**src/rtl/pipeline_hazard_ctrl_pkg.sv**
```systemverilog
// Shared definitions for the IF/ID hazard controller: register-index width,
// mult/div/HI-LO encodings, counter widths and the load-use detector.
package pipeline_hazard_ctrl_pkg;

    localparam int unsigned REG_IDX_W  = 5;
    localparam int unsigned MDCNT_W    = 4;
    localparam int unsigned STALLCNT_W = 8;
    localparam logic [STALLCNT_W-1:0] STALLCNT_MAX = 8'd255;

    // SPECIAL-opcode funct codes for the HI/LO producers and consumers
    localparam logic [5:0] OP_SPECIAL = 6'h00;
    localparam logic [5:0] FN_MFHI    = 6'h10;
    localparam logic [5:0] FN_MFLO    = 6'h12;
    localparam logic [5:0] FN_MULT    = 6'h18;
    localparam logic [5:0] FN_MULTU   = 6'h19;
    localparam logic [5:0] FN_DIV     = 6'h1A;
    localparam logic [5:0] FN_DIVU    = 6'h1B;

    typedef enum logic {
        RUN     = 1'b0,
        MD_WAIT = 1'b1
    } md_state_e;

    typedef struct packed {
        logic [REG_IDX_W-1:0] rs;
        logic [REG_IDX_W-1:0] rt;
        logic                 uses_rt;
    } id_operands_t;

    // Load in EX writes a register the ID instruction is about to read; $zero never counts
    function automatic logic load_use(input logic                 mem_read,
                                      input logic [REG_IDX_W-1:0] ex_rt,
                                      input id_operands_t         ops);
        return mem_read && (ex_rt != '0) &&
               ((ex_rt == ops.rs) || (ops.uses_rt && (ex_rt == ops.rt)));
    endfunction

endpackage

```
**src/rtl/pipeline_hazard_ctrl_md_busy_tracker.sv**
```systemverilog
// Occupancy tracker for the multi-cycle mult/div unit: loads MD_LATENCY on an
// accepted issue and counts down to idle.
module md_busy_tracker
    import pipeline_hazard_ctrl_pkg::*;
#(
    parameter int unsigned MD_LATENCY = 4
) (
    input  logic Clk,
    input  logic Reset,
    input  logic MDAccept,
    output logic MDBusy
);

    localparam logic [MDCNT_W-1:0] MD_LOAD = MDCNT_W'(MD_LATENCY);

    logic [MDCNT_W-1:0] md_cnt_q;
    logic [MDCNT_W-1:0] md_cnt_d;
    md_state_e          md_state;

    always_ff @(posedge Clk or posedge Reset) begin
        if (Reset) begin
            md_cnt_q <= '0;
        end else begin
            md_cnt_q <= md_cnt_d;
        end
    end

    // A new issue always wins over the countdown; it is only accepted when the unit is free
    always_comb begin
        md_cnt_d = md_cnt_q;
        md_state = (md_cnt_q != '0) ? MD_WAIT : RUN;
        if (MDAccept) begin
            md_cnt_d = MD_LOAD;
        end else if (md_state == MD_WAIT) begin
            md_cnt_d = md_cnt_q - MDCNT_W'(1);
        end
    end

    assign MDBusy = (md_state == MD_WAIT);

endmodule

```
**src/rtl/pipeline_hazard_ctrl.sv**
```systemverilog
// Hazard/stall controller for the IF/ID register and PC: load-use and HI/LO
// interlocks, branch flush, bubble select and a saturating stall counter.
module pipeline_hazard_ctrl
    import pipeline_hazard_ctrl_pkg::*;
#(
    parameter int unsigned MD_LATENCY = 4
) (
    input  logic                  Clk,
    input  logic                  Reset,
    input  logic [REG_IDX_W-1:0]  IFID_Rs,
    input  logic [REG_IDX_W-1:0]  IFID_Rt,
    input  logic                  IFID_UsesRt,
    input  logic                  IFID_IsHiLoRead,
    input  logic                  MDStart,
    input  logic                  IDEX_MemRead,
    input  logic [REG_IDX_W-1:0]  IDEX_Rt,
    input  logic                  BranchTaken,
    output logic                  PCWrite,
    output logic                  IFIDWrite,
    output logic                  IFIDFlush,
    output logic                  IDEXBubble,
    output logic                  MDBusy,
    output logic [STALLCNT_W-1:0] StallCount
);

    id_operands_t          id_ops;
    logic                  lu;
    logic                  mdh;
    logic                  stall;
    logic                  md_busy;
    logic [STALLCNT_W-1:0] stall_cnt_q;

    assign id_ops = {IFID_Rs, IFID_Rt, IFID_UsesRt};
    assign lu     = load_use(IDEX_MemRead, IDEX_Rt, id_ops);
    assign mdh    = md_busy & (IFID_IsHiLoRead | MDStart);
    assign stall  = lu | mdh;

    md_busy_tracker #(
        .MD_LATENCY (MD_LATENCY)
    ) u_md_busy_tracker (
        .Clk      (Clk),
        .Reset    (Reset),
        .MDAccept (MDStart & ~stall),
        .MDBusy   (md_busy)
    );

    // Reset freezes the PC and IF/ID and feeds nops; a stalled branch is dropped and retried
    always_comb begin
        PCWrite    = 1'b0;
        IFIDWrite  = 1'b0;
        IFIDFlush  = 1'b1;
        IDEXBubble = 1'b1;
        if (!Reset) begin
            PCWrite    = ~stall;
            IFIDWrite  = ~stall;
            IFIDFlush  = BranchTaken & ~stall;
            IDEXBubble = stall;
        end
    end

    always_ff @(posedge Clk or posedge Reset) begin
        if (Reset) begin
            stall_cnt_q <= '0;
        end else if (stall && (stall_cnt_q != STALLCNT_MAX)) begin
            stall_cnt_q <= stall_cnt_q + STALLCNT_W'(1);
        end
    end

    assign MDBusy     = md_busy;
    assign StallCount = stall_cnt_q;

endmodule

```
**config.mk**
```make
export PLATFORM = sky130hd
export DESIGN_NAME = pipeline_hazard_ctrl
export DESIGN_NICKNAME = d
export VERILOG_FILES = /design/src/rtl/pipeline_hazard_ctrl_pkg.sv /design/src/rtl/pipeline_hazard_ctrl_md_busy_tracker.sv /design/src/rtl/pipeline_hazard_ctrl.sv
export SDC_FILE = /design/constraint.sdc
export NUM_CORES = 1
export LEC_CHECK = 0
export ABC_AREA = 0
export CAP_MARGIN = 20
export CORE_UTILIZATION = 45
export DETAILED_ROUTE_END_ITERATION = 12
export GPL_ROUTABILITY_DRIVEN = 0
export PLACE_DENSITY = 0.85
export SYNTH_ARGS = -nofsm -noshare
export SYNTH_HDL_FRONTEND = slang
export SYNTH_HIERARCHICAL = 1
export SYNTH_SLANG_ARGS = --single-unit
```
**constraint.sdc**
```tcl
create_clock -name Clk -period 6.1 [get_ports Clk]
set_input_delay 0.915 -clock Clk [delete_from_list [all_inputs] [get_ports Clk]]
set_output_delay 0.915 -clock Clk [all_outputs]
set_load 0.02 [all_outputs]
```
# Yosys cells after proc, flatten, opt, wreduce, memory -nomap -nowiden

Index checks and enable logic that the tools add are counted.

Bits in registers: 12
Output and inout port bits: 13
Logic and storage cells: 27

$add $sub $neg: 2
Eq/ne operators: 3
Muxes and demuxes: 6
Bitwise operators: 6
Reduce and logical (&&, ||, !) cells: 8

Operators with widths:

| operator                                                            | number |
|---|---|
| 5-bit == test                                                       | 2 |
| 8-bit by 1-bit adder with 8-bit output (second input constant)      | 1 |
| 4-bit 2-to-1 mux                                                    | 2 |
| 8-bit inequality test (second input constant)                       | 1 |
| 5-bit nonzero test                                                  | 1 |
| 1-bit logical AND                                                   | 4 |
| 1-bit 2-to-1 mux                                                    | 4 |
| 4-bit nonzero test                                                  | 1 |
| 4-bit by 1-bit subtractor with 4-bit output (second input constant) | 1 |
| 1-bit bitwise AND                                                   | 3 |
| 1-bit bitwise OR                                                    | 2 |
| 2-bit nonzero test                                                  | 1 |
| 1-bit logical OR                                                    | 1 |
| 1-bit NOT                                                           | 1 |

# Depth between registers and ports, before layout

Depth after elaboration: 8
Mapped depth: 8
Depth with buffers taken out: 7

# By module

The synthesis kept the hierarchy.

Modules (own cells, without submodules):

| module               | instances | cells each | area an instance (µm²) |
|---|---|---|---|
| pipeline_hazard_ctrl | 1         | 65         | 586.8 |
| md_busy_tracker      | 1         | 23         | 246.5 |

# Worst setup path after synthesis

Ideal clock, no wire load.

Path kind: input to output
From: input port IDEX_Rt[1]
To: output port PCWrite
Arrival: 2.282 ns
Setup slack: 2.903 ns
Cell stages on the path: 5
Path buffers: 1
Path through: or4_4 o21ai_2 o21ai_2 nor2_1 buf_4

Cells in the longest elaborated chain, start to end: 7

Ends and longest elaborated chain:

| item                | RTL line                       | source |
|---|---|---|
| start: declaration  | pipeline_hazard_ctrl.sv:16     | `input logic [REG_IDX_W-1:0] IDEX_Rt,` |
| 5-bit == test       | pipeline_hazard_ctrl_pkg.sv:35 | `((ex_rt == ops.rs) \|\| (ops.uses_rt && (ex_rt == ops.rt)));` |
| 1-bit logical AND   | pipeline_hazard_ctrl_pkg.sv:35 |  |
| 1-bit logical OR    | pipeline_hazard_ctrl_pkg.sv:35 |  |
| 1-bit logical AND * | pipeline_hazard_ctrl_pkg.sv:34 | `return mem_read && (ex_rt != '0) &&` |
| 1-bit bitwise OR *  | pipeline_hazard_ctrl.sv:36     | `assign stall = lu \| mdh;` |
| 1-bit NOT *         | -                              |  |
| 1-bit 2-to-1 mux *  | -                              |  |
| end: declaration    | pipeline_hazard_ctrl.sv:18     | `output logic PCWrite,` |

Every way passes the cells marked *; elsewhere a longest branch is shown, timed or not.

# Final worst setup path

From: input port IDEX_Rt[3]
To: output port IDEXBubble

Cells in the longest elaborated chain, start to end: 6

Ends and longest elaborated chain:

| item                | RTL line                       | source |
|---|---|---|
| 5-bit == test       | pipeline_hazard_ctrl_pkg.sv:35 |  |
| 1-bit logical AND   | pipeline_hazard_ctrl_pkg.sv:35 |  |
| 1-bit logical OR    | pipeline_hazard_ctrl_pkg.sv:35 |  |
| 1-bit logical AND * | pipeline_hazard_ctrl_pkg.sv:34 |  |
| 1-bit bitwise OR *  | pipeline_hazard_ctrl.sv:36     |  |
| 1-bit 2-to-1 mux *  | pipeline_hazard_ctrl.sv:53     | `if (!Reset) begin` |
| end: declaration    | pipeline_hazard_ctrl.sv:21     | `output logic IDEXBubble,` |

Marks and branches as above.

==> flow_summary.yaml <==
clock_network:
  post-cts-setup-buffer-count: 0
  ctsHoldBuffers: 0
  h-tree-depth: 1
  cts_buffer_depth: 2
  insertion_delay_ps: 270
  cts_buffers: 3
  cts_sinks: 12
  clock-root-buffer: "clkbuf_4"
  postCtsResizedCells: 0
  cts_tree: "built"
  clkTransAtPathRegs_ps: 70
power_and_ir_drop:
  vdd_drop_max_mv: 0.197
  switching_share_pct: 40.4
  seqPwrFrac_pct: 33.7
  intPower_mw: 0.299
  p_sw_mw: 0.203
  clockPowerShare_pct: 9.4
  powerDensity_nw_per_um2: 415
  combinationalPowerShare_pct: 56.9
  p_leak_nw: 0.524
finish:
  area_growth_pct: 45.0
  drive_above_1_share_pct: 10.6
  num-nets-final: 150
  antennaDiodeCount: 0
  fin_cells: 148
  fin_util_pct: 70.0
timing:
  relSlewSlack_pct: 78.3
  setup_viol: 0
  worstMarginPinSlew_ps: 326
  final_max_slew_viol_count: 0
  fmax_ghz: 0.247
  setup_tns_ps: 0
  hold_viol: 0
  finalCritPeriodShare_pct: 66.5
  whs_ps: 532
  rsz0062_at_grt: "no"
  period_needed_ps: 4050
  final.setup_skew_ps: 0.730
synth:
  synthesis.nets: 113
  ys_types: 33
  syn_avg_cell_area_um2: 9.47
  synth_area_leaders: "dfrtp_1 36%, xor2_1 11%, ha_1 4.5%"
  ys_warn_count: 6
  synth-seq-area-share_pct: 36.0
  synth_top_area_cell: "dfrtp_1"
  syn-cell-area_um2: 833
  synthFlopType: "dfrtp_1"
  synth_top_area_share_pct: 36.0
  syn_inst: 88
  async_flop_share_pct: 100
  synth_edf_count: 0
  ys_ff_latch: 12
floorplan:
  die_w_um: 45.0
  die_area_um2: 2030
  io_pins: 35
  die_h_um: 45.0
  rows: 15
  initial_core_util_pct: 48.3
  core_um2: 1730
route:
  routedWlPerCell_um: 12.1
  drt-vias-per-instance: 5.17
  drtPass1Iterations: 4
  ant_nets: 0
  drt_iter0_drc: 10
  vias: 765
  wl_um: 1800
  remaining_drc_errors: 0
min_path:
  min_path_cells: 1
  hp-class: "reg -> reg"
worst_setup_path:
  reg2reg_depth: 7
  critPathRequiredTime_ps: 5180
  path_class: "in -> out"
  worstPathArrival_ps: 3140
  critPathMaxFanout: 8
  cp-end-kind: "primary output"
  cp-start-kind: "input pin"
global_route:
  gr-usage-all-layers_pct: 20.5
  grt_pass1_vias: 706
  grt_overflow: 0
  grt_start_max_net_pins: 10
  grt_antenna_before_repair: 0
  grt_pass1_wl_um: 3000
placement:
  dp.cells: 145
  place_hpwl_um: 1540
  io_buffer_count: 34
outcome:
  outcome: "finished clean"
run:
  drv_cap: 0
## critical path: stages
cell and delay (ps):
clkdlybuf4s50_1 470, xor2_1 190, nor4_1 310, a32oi_1 180
o21ai_2 300, nor2_1 120, inv_1 70, clkdlybuf4s50_1 590
## stage by stage
stage	instance area (um2)	power [mW]	worst slack (ps)
2_1_floorplan	833	0.349	2900
3_3_place_gp	1190	0.444	2100
3_5_place_dp	1190	0.456	2030
4_1_cts	1210	0.504	2030
5_1_grt	1210	0.539	1920
6_report	1210	0.502	2050
## final timing paths
check,endpoint,slack (ps),startpoint
max,IDEXBubble,2050,IDEX_Rt[3]
min,StallCount[5]$_DFFE_PP0P_,530,StallCount[5]$_DFFE_PP0P_
max reg2reg,StallCount[1]$_DFFE_PP0P_,4030,u_md_busy_tracker/md_cnt_q[0]$_DFFE_PP0P_
min reg2reg,StallCount[5]$_DFFE_PP0P_,530,StallCount[5]$_DFFE_PP0P_
max in group asynchronous,StallCount[6]$_DFFE_PP0P_,4910,Reset
min in group asynchronous,u_md_busy_tracker/md_cnt_q[0]$_DFFE_PP0P_,880,Reset
## registers in the layout, summed over array words and instances (netlist names)
signal                      flops
StallCount                      8
u_md_busy_tracker/md_cnt_q      4
## final cells by class
type | instances | area, um2
Clock buffer | 3 | 22.5
Fill cell | 143 | 518
Inverter | 7 | 26.3
Multi-Input combinational cell | 67 | 488
Sequential cell | 12 | 300
Tap cell | 25 | 31.3
Timing Repair Buffer | 34 | 340
## placed cells by master (no fill, tap or decap), drive strengths merged, types with 4 or more instances in the layout
cell type      instances
a21oi                  4
clkdlybuf4s50         34
dfrtp                 12
inv                    7
mux2                   4
nand2                  4
nand3                  4
nor2                   7
nor2b                  5
o21ai                  4
xor2                  10
## cell families after synthesis
kind of cell             Yosys count  share of synthesized area, %
XOR/XNOR                          12                          12.6
AO/OA/AOI/OAI                     15                          12.3
multiplexers                       4                          6.31
flip-flops                        12                          36.0
AND/OR/NAND/NOR                   33                          22.8
buffers and inverters              9                          5.41
adder cells (fa/ha/maj)            3                          4.50
## synthesized netlist by cell type, drive strengths merged, types with 2 or more instances
cell type	count
a21oi	4
a2bb2oi	2
a31oi	2
buf	2
dfrtp	12
ha	3
inv	7
mux2	4
nand2	4
nand3	4
nor2	7
nor2b	5
nor3	3
o21ai	4
xnor2	2
xor2	10
## metal layers
metal / global-route usage [%] / vias to the layer above / wire length (um)
met5: 0 / - / 0
met4: 9.09 / 0 / 29
met3: 2.80 / 4 / 109
met2: 35.1 / 44 / 927
met1: 25.4 / 342 / 728
li1: - / 375 / -
## power groups by stage
stage	clock network (mW)	logic, mW	registers, mW
after floorplan	0	0.159	0.190
after global placement	0	0.278	0.166
after detailed placement	0	0.287	0.170
after CTS	0.0473	0.288	0.168
after global routing	0.0494	0.314	0.176
final	0.0473	0.286	0.169
No activity file was read; power rests on OpenSTA's default activity.
